File: src/rtl/act_unit_vec_pkg.sv
// act_unit_vec_pkg: shared mode codes and saturation / clip helpers for act_unit_vec.
package act_pkg;
  localparam logic [1:0] MODE_PASS  = 2'd0;
  localparam logic [1:0] MODE_RELU  = 2'd1;
  localparam logic [1:0] MODE_LEAKY = 2'd2;
  localparam logic [1:0] MODE_CLIP  = 2'd3;
  function automatic int sat_to_width(input int v, input int w);
    int hi;
    int lo;
    hi = (1 << (w - 1)) - 1;
    lo = -(1 << (w - 1));
    return (v > hi) ? hi : (v < lo) ? lo : v;
  endfunction
  function automatic int clip_ceiling(input int clip_int, input int frac, input int data_w);
    return sat_to_width(clip_int << frac, data_w);
  endfunction
endpackage

File: src/rtl/act_unit_vec_if.sv
// act_unit_vec_if: input/output beat streams of act_unit_vec.
//   master: drives in_valid/in_data/mode/alpha and out_ready (upstream + downstream side)
//   slave : the activation stage; drives in_ready, out_valid, out_data
interface act_unit_vec_if #(
  parameter int LANES   = 4,
  parameter int DATA_W  = 8,
  parameter int ALPHA_W = 8
);
  logic                      in_valid;
  logic                      in_ready;
  logic [LANES*DATA_W-1:0]   in_data;
  logic [1:0]                mode;
  logic [ALPHA_W-1:0]        alpha;
  logic                      out_valid;
  logic                      out_ready;
  logic [LANES*DATA_W-1:0]   out_data;
  modport master (
    output in_valid, in_data, mode, alpha, out_ready,
    input  in_ready, out_valid, out_data
  );
  modport slave (
    input  in_valid, in_data, mode, alpha, out_ready,
    output in_ready, out_valid, out_data
  );
endinterface

File: src/rtl/act_unit_vec_lane.sv
// act_lane: one activation lane; S1 captures sign/product/mode/sample, S2 rounds, saturates and selects.
//   clk, rst : clock, async active-high reset
//   ld1, ld2 : stage load enables from the shared handshake control
//   x, mode, alpha : lane sample and per-beat configuration
//   y        : registered result
//   sat      : registered "this lane saturated" flag (only with ACT_UNIT_SAT_STATS_EN)
module act_lane
  import act_pkg::*;
#(
  parameter int DATA_W   = 8,
  parameter int ALPHA_W  = 8,
  parameter int ALPHA_SH = 4,
  parameter int CLIP     = 96
) (
  input  logic               clk,
  input  logic               rst,
  input  logic               ld1,
  input  logic               ld2,
  input  logic [DATA_W-1:0]  x,
  input  logic [1:0]         mode,
  input  logic [ALPHA_W-1:0] alpha,
  output logic [DATA_W-1:0]  y
`ifdef ACT_UNIT_SAT_STATS_EN
  ,
  output logic               sat
`endif
);
  localparam int P    = DATA_W + ALPHA_W;
  localparam int HALF = (1 << ALPHA_SH) >> 1;
  logic signed [P-1:0] prod;
  logic                s1_neg;
  logic signed [P-1:0] s1_prod;
  logic [1:0]          s1_mode;
  logic [DATA_W-1:0]   s1_x;
  int                  r;
  int                  lk;
  logic [DATA_W-1:0]   y_n;
  // |x*alpha| < 2^(P-1), so the P-bit signed product never wraps
  assign prod = P'($signed(x) * $signed({1'b0, alpha}));
  always_ff @(posedge clk or posedge rst)
    if (rst) begin
      s1_neg  <= 1'b0;
      s1_prod <= '0;
      s1_mode <= MODE_PASS;
      s1_x    <= '0;
    end else if (ld1) begin
      s1_neg  <= x[DATA_W-1];
      s1_prod <= prod;
      s1_mode <= mode;
      s1_x    <= x;
    end
  assign r  = (int'(s1_prod) + HALF) >>> ALPHA_SH;
  assign lk = sat_to_width(r, DATA_W);
  always_comb
    y_n = (s1_mode == MODE_PASS) ? s1_x :
          s1_neg ? ((s1_mode == MODE_LEAKY) ? DATA_W'(lk) : '0) :
          ((s1_mode == MODE_CLIP) && ($signed(s1_x) > CLIP)) ? DATA_W'(CLIP) : s1_x;
  always_ff @(posedge clk or posedge rst)
    if (rst) y <= '0;
    else if (ld2) y <= y_n;
`ifdef ACT_UNIT_SAT_STATS_EN
  logic sat_n;
  assign sat_n = (s1_mode == MODE_LEAKY) && s1_neg && (lk != r);
  always_ff @(posedge clk or posedge rst)
    if (rst) sat <= 1'b0;
    else if (ld2) sat <= sat_n;
`endif
endmodule

File: src/rtl/act_unit_vec.sv
// act_unit_vec: LANES-wide two-stage activation (pass/ReLU/leaky/clipped ReLU) with valid/ready.
//   clk, rst  : clock, async active-high reset
//   bus       : act_unit_vec_if.slave (in_valid/in_ready/in_data/mode/alpha, out_valid/out_ready/out_data)
//   sat_count : lanes saturated in delivered beats, sticky at 16'hFFFF;
//               counts only when ACT_UNIT_SAT_STATS_EN is defined, otherwise tied to 0
module act_unit_vec
  import act_pkg::*;
#(
  parameter int LANES    = 4,
  parameter int DATA_W   = 8,
  parameter int FRAC     = 4,
  parameter int ALPHA_W  = 8,
  parameter int ALPHA_SH = 4,
  parameter int CLIP_INT = 6
) (
  input  logic               clk,
  input  logic               rst,
  act_unit_vec_if.slave      bus,
  output logic [15:0]        sat_count
);
  localparam int CLIP = clip_ceiling(CLIP_INT, FRAC, DATA_W);
  logic                    s1_valid;
  logic                    adv2;
  logic                    ld1;
  logic                    ld2;
  logic [LANES*DATA_W-1:0] y_all;
  logic [LANES-1:0]        sat;
  // S2 can take a new beat when empty or draining this cycle; S1 likewise when S2 advances
  assign adv2         = !bus.out_valid || bus.out_ready;
  assign bus.in_ready = !s1_valid || adv2;
  assign ld1          = bus.in_valid && bus.in_ready;
  assign ld2          = adv2 && s1_valid;
  assign bus.out_data = y_all;
  always_ff @(posedge clk or posedge rst)
    if (rst) begin
      s1_valid      <= 1'b0;
      bus.out_valid <= 1'b0;
    end else begin
      if (bus.in_ready) s1_valid <= bus.in_valid;
      if (adv2) bus.out_valid <= s1_valid;
    end
  for (genvar i = 0; i < LANES; i++) begin : g_lane
    act_lane #(
      .DATA_W  (DATA_W),
      .ALPHA_W (ALPHA_W),
      .ALPHA_SH(ALPHA_SH),
      .CLIP    (CLIP)
    ) u_lane (
      .clk  (clk),
      .rst  (rst),
      .ld1  (ld1),
      .ld2  (ld2),
      .x    (bus.in_data[i*DATA_W +: DATA_W]),
      .mode (bus.mode),
      .alpha(bus.alpha),
      .y    (y_all[i*DATA_W +: DATA_W])
`ifdef ACT_UNIT_SAT_STATS_EN
      ,
      .sat  (sat[i])
`endif
    );
  end
`ifdef ACT_UNIT_SAT_STATS_EN
  logic [16:0] sum;
  assign sum = 17'(sat_count) + 17'($countones(sat));
  always_ff @(posedge clk or posedge rst)
    if (rst) sat_count <= '0;
    else if (bus.out_valid && bus.out_ready) sat_count <= sum[16] ? 16'hFFFF : sum[15:0];
`else
  assign sat       = '0;
  assign sat_count = '0;
`endif
endmodule

File: src/flat_wrapper.sv
// flat-port wrapper written by rule: the top's interface ports become plain ports
module act_unit_vec_flat import act_pkg::*;
#(
  parameter int LANES    = 4,
  parameter int DATA_W   = 8,
  parameter int FRAC     = 4,
  parameter int ALPHA_W  = 8,
  parameter int ALPHA_SH = 4,
  parameter int CLIP_INT = 6
)
  (clk, rst, sat_count, bus_in_valid, bus_in_data, bus_mode, bus_alpha, bus_out_ready, bus_in_ready, bus_out_valid, bus_out_data);
  act_unit_vec_if #(.LANES(LANES), .DATA_W(DATA_W), .ALPHA_W(ALPHA_W)) bus_i ();
  input  logic clk;
  input  logic rst;
  output logic [15:0] sat_count;
  input wire logic [$bits(bus_i.in_valid)-1:0] bus_in_valid;
  input wire logic [$bits(bus_i.in_data)-1:0] bus_in_data;
  input wire logic [$bits(bus_i.mode)-1:0] bus_mode;
  input wire logic [$bits(bus_i.alpha)-1:0] bus_alpha;
  input wire logic [$bits(bus_i.out_ready)-1:0] bus_out_ready;
  output wire logic [$bits(bus_i.in_ready)-1:0] bus_in_ready;
  output wire logic [$bits(bus_i.out_valid)-1:0] bus_out_valid;
  output wire logic [$bits(bus_i.out_data)-1:0] bus_out_data;
  assign bus_i.in_valid = bus_in_valid;
  assign bus_i.in_data = bus_in_data;
  assign bus_i.mode = bus_mode;
  assign bus_i.alpha = bus_alpha;
  assign bus_i.out_ready = bus_out_ready;
  assign bus_in_ready = bus_i.in_ready;
  assign bus_out_valid = bus_i.out_valid;
  assign bus_out_data = bus_i.out_data;
  act_unit_vec #(.LANES(LANES), .DATA_W(DATA_W), .FRAC(FRAC), .ALPHA_W(ALPHA_W), .ALPHA_SH(ALPHA_SH), .CLIP_INT(CLIP_INT)) u_core (.clk(clk), .rst(rst), .bus(bus_i), .sat_count(sat_count));
endmodule
File: config.mk
export PLATFORM = sky130hd
export DESIGN_NAME = act_unit_vec_flat
export DESIGN_NICKNAME = d
export VERILOG_FILES = /design/src/rtl/act_unit_vec_pkg.sv /design/src/rtl/act_unit_vec_if.sv /design/src/rtl/act_unit_vec_lane.sv /design/src/rtl/act_unit_vec.sv /design/src/flat_wrapper.sv
export SDC_FILE = /design/constraint.sdc
export NUM_CORES = 1
export LEC_CHECK = 0
export ABC_AREA = 1
export CORE_MARGIN = 2
export CORE_UTILIZATION = 40
export CTS_CLUSTER_SIZE = 12
export DETAILED_ROUTE_END_ITERATION = 6
export GPL_TIMING_DRIVEN = 0
export SLEW_MARGIN = 20
export SYNTH_ARGS = -nofsm -noshare
export SYNTH_HDL_FRONTEND = slang
export SYNTH_SLANG_ARGS = --single-unit
File: constraint.sdc
create_clock -name clk -period 5.4 [get_ports clk]
set_clock_uncertainty 0.2 [all_clocks]
set_input_delay 0.54 -clock clk [delete_from_list [all_inputs] [get_ports clk]]
set_output_delay 0.54 -clock clk [all_outputs]
set_load 0.005 [all_outputs]
==> results of run 1 <==
## through the flow
step / util, % / power (mW) / setup WS [ns] / instance area, um^2 / instances
global route: 45.51 / 7.199 / 0.01327 / 17510 / 2802
detailed placement: 43.57 / 5.319 / -0.8988 / 16760 / 2760
floorplan: - / 4.207 / 0.5448 / 15570 / 2190
global placement: 43.48 / 5.281 / -0.9263 / 16730 / 2759
finish: 45.51 / 6.524 / 0.2405 / 17510 / 2802
CTS: 45.15 / 6.498 / 0.04060 / 17370 / 2792
## how the worst max path moves through the flow
stage	end	slack, ns	depth (start not counted)
6_report	u_core.g_lane[1].u_lane.s1_prod[12]$_DFFE_PP0P_	0.24	18
2_1_floorplan	u_core.g_lane[1].u_lane.s1_prod[12]$_DFFE_PP0P_	0.54	18
3_5_place_dp	u_core.g_lane[2].u_lane.s1_prod[12]$_DFFE_PP0P_	-0.90	18
5_1_grt	u_core.g_lane[2].u_lane.s1_prod[12]$_DFFE_PP0P_	0.01	18
3_3_place_gp	u_core.g_lane[2].u_lane.s1_prod[12]$_DFFE_PP0P_	-0.93	18
4_1_cts	u_core.g_lane[2].u_lane.s1_prod[12]$_DFFE_PP0P_	0.04	18
## state kept, by name (all words and copies together) (netlist names)
name                          count
u_core.g_lane.u_lane.s1_x        28
u_core.bus.out_valid              1
u_core.s1_valid                   1
u_core.g_lane.u_lane.y           32
u_core.g_lane.u_lane.s1_neg       4
u_core.g_lane.u_lane.s1_prod     52
u_core.g_lane.u_lane.s1_mode      2
## report_power, final
part           leakage, nW  total [mW]  internal [mW]  switching [mW]
Clock                0.284        1.14          0.694           0.444
Sequential            1.47        1.51           1.21           0.301
Combinational         8.23        3.88           1.49            2.38
Total                 9.99        6.52           3.40            3.13
## cell usage after synthesis (all sizes together) (2+ instances only)
cell and count:
a211oi 2, a21o 6, a21oi 59, a31oi 23
buf 23, clkbuf 68, clkinv 4, dfrtp 120
fa 148, ha 156, inv 446, nand2 662
nand3 95, nand3b 2, nand4 29, nor2 145
nor3 21, o2111ai 4, o21ai 88, o21bai 4
o31ai 3, or2 11, xnor2 16, xor2 33
## kinds of logic after synthesis
kind of cell / share of synthesized area [%]
other: 0.02418
DFF: 19.36
and+or+nand+nor: 25.75
AOI/OAI and AO/OA: 6.937
xor gates and xnor gates: 2.767
buffers and inverters: 13.48
adders and majority gates: 31.69
## layer usage
metal | vias to the layer above | part of all wire (%) | track usage (%)
met2 | 431 | 44 | 35.42
met3 | 52 | 6.8 | 2.922
li1 | 6788 | - | -
met1 | 6483 | 47 | 32.46
met4 | 0 | 1.9 | 5.926
met5 | - | 0 | 0
## layout make-up
cell class / count / area, um^2 / area share, %
plain buffers: 91 / 444.2 / 2.537
clock buffers: 19 / 442.9 / 2.530
clock inverters: 13 / 146.4 / 0.8363
inverters: 450 / 1707 / 9.749
multi-input cells: 1529 / 10490 / 59.92
flip-flops and latches: 120 / 3003 / 17.15
well taps: 518 / 648.1 / 3.702
repair buffers: 62 / 625.6 / 3.574
## worst min-delay path: stages, from the launching register on
cell and delay [ns]:
dfrtp_1 0.34, nand2_1 0.05, nand2_1 0.05
## timing repair
item,CTS,global route
gates resized for setup,15,38
endpoints found under the setup margin,28,9
setup buffers,0,10
gates cloned,0,0
==> run summary, run 1 <==
Outcome: finished clean
Min-delay worst type: reg2reg
Commonest non-fill, non-tap cell in the layout: nand2_1
DR WL/cell: 15.82 um
Cell Rows: 72
Fin. max-slew vios: 0
Critical path data required time: 5.49 ns
Setup TNS: 0 ns
Clk buf depth: 2
Cell mode on critical path: fa_1
Hold EP: u_core.g_lane[3].u_lane.y[6]$_DFFE_PP0P_
Area Overhead vs Synth: 12.86%
HPWL after detailed placement: 36070 um
Num CTS Buffers: 17
Routed vias: 13754
Async SR Flop Fraction: 100.0%
Synth Instances: 2175
Sequential share of the synthesized area: 19.36%
Slowest-stage cell, CP: clkdlybuf4s50_1
# H-tree levels: 4
Fillers: 3944
Share of the synthesized area in the top cell type: 19.36%
Routability cong.: 0.9092
Crit-path leading delay family: adder cells
Initial antenna violation count: 0
Hold Path Depth: 2
Core Area: 38470 um^2
Worst r2r src: u_core.bus.out_valid$_DFFE_PP0P_
FF-to-FF path depth: 5
Clk_lat worst skew: 0.43 ns
Yosys top cell by area: dfrtp_1
Hold_ws: 0.2752 ns
Worst-path cell chain: clkdlybuf4s50_1 > clkinvlp_4 > buf_4 > nor2_1 > fa_1 > fa_1 > fa_1 > inv_1 > fa_1 > inv_1 > ha_1 > a21oi_1 > o21ai_0 > a21oi_2 > nor2_1 > nor2_1 > xor2_1 > o21ai_0
Cell Area, Synth: 15510 um^2
Setup crit end kind: flop
Detailed Route Iter0 Violations: 1025
Die area: 40370 um^2
Crit Path Class: in2reg
Post-route ant nets: 0
Final Hold Viols: 0
I/O Buffers: 51
Register bit total from synthesis: 120
Layout cells sized above 1: 5.911%
Synth top area cells: dfrtp_1, fa_1, nand2_1
Critical path startpoint category: input pin
Reg2reg end: u_core.g_lane[0].u_lane.s1_prod[9]$_DFFE_PP0P_
Clk slew on worst S/H paths: 0.06 ns
Final min period: 5.160 ns
IO Pins: 96
Synth Flop Type: dfrtp_1
CTS tree: built
Clk sinks: 120
Detailed-route wire length: 44320 um
Largest net degree at the start of global routing: 74
Min-delay src: u_core.g_lane[3].u_lane.y[6]$_DFFE_PP0P_
RSZ-0062 raised after global routing: false
Hold buffer count at CTS: 0
N_diodes: 0
Critical path data arrival time: 5.25 ns
Initial Util: 40.32%
Number of distinct library cells after synthesis: 44
Setup-failing EPs final: 0
Max Cap Violations: 0
Residual DRC: 0
First drt pass iteration count: 5
Syn. warnings: 0
Crit path largest cell delay: 0.64 ns
Final period util: 95.55%
Rel. slew slack: 40.57%
Power Density: 372.7 nW/um^2
Critical path launch point: bus_in_data[15]
Global Route Usage Sum: 22.45%
Buf+Inv Stages, Crit Path: 5
Flop-to-flop setup slack: 3.14 ns
Worst vdd rail ir drop: 0.2595 mV
Via/cell ratio: 4.909
Syn_area_per_cell: 7.132 um^2
Pleak: 9.986 nW
Global-route wire length before repair: 71390 um
Slew @ Worst Pin: 0.8914 ns
Commonest non-fill, non-tap cells in the layout: nand2_1, inv_1, ha_1
Root Buffer: clkbuf_16
GRT overflow: 0
Worst Path Max Fanout: 6
Die H: 200.9 um
Final-stage net count: 2621
Post-synth EDFFs: 0
Vias in the first global route: 13313
Fmax: 0.1938 GHz
Die width: 200.9 um
(Power assumes the default switching activity.)
==> run 2: changes to the inputs <==
- PLACE_DENSITY: not set -> 0.59
==> run summary, run 2 (same netlist as run 1, synthesis figures left out) <==
Outcome: finished clean
Detailed Route Iter0 Violations: 930 (-9.3%)
Top reg by flops: u_core.g_lane.u_lane.s1_prod
Largest net degree at the start of global routing: 77 (+4.1%)
Int Pwr: 3.396 mW (about the same)
Hold_ws: 0.2759 ns (+0.0006830 ns)
Final Hold Viols: 0 (unchanged)
Pleak: 9.950 nW (-0.37%)
Sequential Power Share: 23.3% (+0.2 points)
Slew @ Worst Pin: 0.8131 ns (-0.07833 ns)
Area Overhead vs Synth: 12.49%
Power Density: 372.7 nW/um^2 (about the same)
Via/cell ratio: 4.906 (about the same)
Global-route wire length before repair: 72000 um (+0.86%)
Post-route ant nets: 0 (unchanged)
Initial antenna violation count: 0 (unchanged)
Critical path data required time: 5.47 ns (-0.02 ns)
Clk_lat worst skew: 0.42 ns (about the same)
HPWL after detailed placement: 36120 um (+0.13%)
Die area: 40370 um^2 (unchanged)
Critical path startpoint category: input pin
First drt pass iteration count: 7 (+2)
N_diodes: 0 (unchanged)
# H-tree levels: 4 (unchanged)
Top Registers: u_core.g_lane.u_lane.s1_prod (52), u_core.g_lane.u_lane.y (32), u_core.g_lane.u_lane.s1_x (28)
DR WL/cell: 15.80 um (-0.13%)
Cell Rows: 72 (unchanged)
Clk buf depth: 2 (unchanged)
Commonest non-fill, non-tap cells in the layout: nand2_1, inv_1, ha_1
Core Area: 38470 um^2 (unchanged)
Rel. slew slack: 45.38% (+4.8 points)
Initial Util: 40.32% (unchanged)
Cell mode on critical path: fa_1
Final period util: 95.61% (about the same)
Final min period: 5.163 ns (+0.003402 ns)
Critical path launch point: bus_in_data[15]
Final-stage net count: 2617 (-0.15%)
Layout cells sized above 1: 5.570% (-0.34 points)
FF-to-FF path depth: 5 (unchanged)
Final WS setup: 0.2371 ns (-0.003402 ns)
Critical path data arrival time: 5.24 ns (about the same)
Combinational power share: 59.1% (-0.3 points)
Setup crit end kind: flop
Slowest-stage cell, CP: clkdlybuf4s50_1
Flop-to-flop setup slack: 3.10 ns (-0.04 ns)
Detailed-route wire length: 44200 um (-0.27%)
Fin cells: 2798 (-0.14%)
Min-delay worst type: reg2reg
Worst r2r src: u_core.bus.out_valid$_DFFE_PP0P_
Crit Path Class: in2reg
CTS tree: built
Worst vdd rail ir drop: 0.2259 mV (-13%)
Hold buffer count at CTS: 0 (unchanged)
Reg area: 3003 um^2 (unchanged)
Root Buffer: clkbuf_16
GRT overflow: 0 (unchanged)
Routed vias: 13728 (-0.19%)
Total power: 6.502 mW (-0.33%)
Max reg flops: 52 (unchanged)
Clock share of power: 17.6% (+0.2 points)
Routability cong.: 0.9212 (+1.3%)
Worst-path cell chain: clkdlybuf4s50_1 > clkinvlp_4 > or2_2 > fa_1 > fa_1 > fa_1 > fa_1 > inv_1 > ha_1 > a21oi_1 > o21ai_0 > nand2_1 > nand4_1 > or2_2 > nand3_1 > o21ai_0
Residual DRC: 0 (unchanged)
Multi-input logic area: 10470 um^2 (-0.14%)
Die H: 200.9 um (unchanged)
Post-Place Setup Slack: -0.9167 ns (-0.01797 ns)
Psw: 3.106 mW (-0.68%)
I/O Buffers: 51 (unchanged)
Setup-failing EPs final: 0 (unchanged)
Max Cap Violations: 0 (unchanged)
Placed Cells: 2760 (unchanged)
Global Route Usage Sum: 22.59% (+0.13 points)
Commonest non-fill, non-tap cell in the layout: nand2_1
Clk sinks: 120 (unchanged)
Setup TNS: 0 ns (unchanged)
Crit path largest cell delay: 0.64 ns (about the same)
RSZ-0062 raised after global routing: false
Fillers: 3989 (+1.1%)
Die width: 200.9 um (unchanged)
Num CTS Buffers: 17 (unchanged)
Sw frac: 47.76% (-0.17 points)
Fmax: 0.1937 GHz (about the same)
Worst Path Max Fanout: 5 (-1)
Clk slew on worst S/H paths: 0.05 ns (about the same)
Vias in the first global route: 13356 (+0.32%)
Fin. max-slew vios: 0 (unchanged)
Hold Path Depth: 2 (unchanged)
Min-delay src: u_core.g_lane[0].u_lane.y[3]$_DFFE_PP0P_
IO Pins: 96 (unchanged)
[run 2: cell count changes in the layout (fill, tap and decap cells not counted), sizes merged]
cell,before,now
dlygate4sd2,0,1
clkdlybuf4s50,46,47
buf,35,30
clkinv,11,9
dlymetal6s2s,5,3
clkbuf,86,87
inv,445,447
[run 2: per-stage QoR]
| step | utilization [%] | instance area, um^2 |
|---|---|---|
| after global placement | 43.48 | 16730 |
| after global routing | 45.36 | 17450 |
| after detailed placement | 43.57 | 16760 |
| after CTS | 45.16 | 17370 |
| after floorplan | - | 15570 |
| final | 45.36 | 17450 |
[run 2: power groups by stage]
stage	clock, mW	sequential, mW	combinational, mW
after floorplan	0	1.45	2.76
after global placement	0	1.51	3.76
after detailed placement	0	1.52	3.80
after CTS	1.17	1.51	3.84
after global routing	1.20	1.56	4.43
final	1.15	1.51	3.84
[run 2: worst max-delay path: cells and delay by family]
family	cells	cell delay, ns
adders and majority gates	5	2.42
and+or+nand+nor	5	0.93
AOI/OAI and AO/OA	3	0.44
buffers and inverters	3	0.88
[run 2: routing by layer]
metal | wire, um | vias up | track usage, %
li1 | - | 6778 | -
met1 | 21380 | 6465 | 32.80
met2 | 19440 | 438 | 35.73
met3 | 2591 | 47 | 2.727
met4 | 785 | 0 | 5.688
met5 | 0 | - | 0
[run 2: final cells by class]
type	instances	share of cell area, %
plain buffers	91	2.481
flip-flops and latches	120	17.21
clock inverters	13	0.8318
inverters	450	9.760
repair buffers	58	3.378
multi-input cells	1529	60.03
well taps	518	3.715
clock buffers	19	2.596
[run 2: final timing paths]
path                                                                   end
setup / recovery           u_core.g_lane[1].u_lane.s1_prod[15]$_DFFE_PP0P_
hold / removal                    u_core.g_lane[0].u_lane.y[3]$_DFFE_PP0P_
setup reg to reg           u_core.g_lane[0].u_lane.s1_prod[10]$_DFFE_PP0P_
hold reg to reg                   u_core.g_lane[0].u_lane.y[3]$_DFFE_PP0P_
max in group asynchronous      u_core.g_lane[2].u_lane.s1_x[5]$_DFFE_PP0P_
min in group asynchronous  u_core.g_lane[0].u_lane.s1_prod[12]$_DFFE_PP0P_
[run 2: what timing repair did]
action                                  in CTS  in global routing
gates resized for setup                     14                 25
endpoints found under the setup margin      27                 12
setup buffers                                0                  6
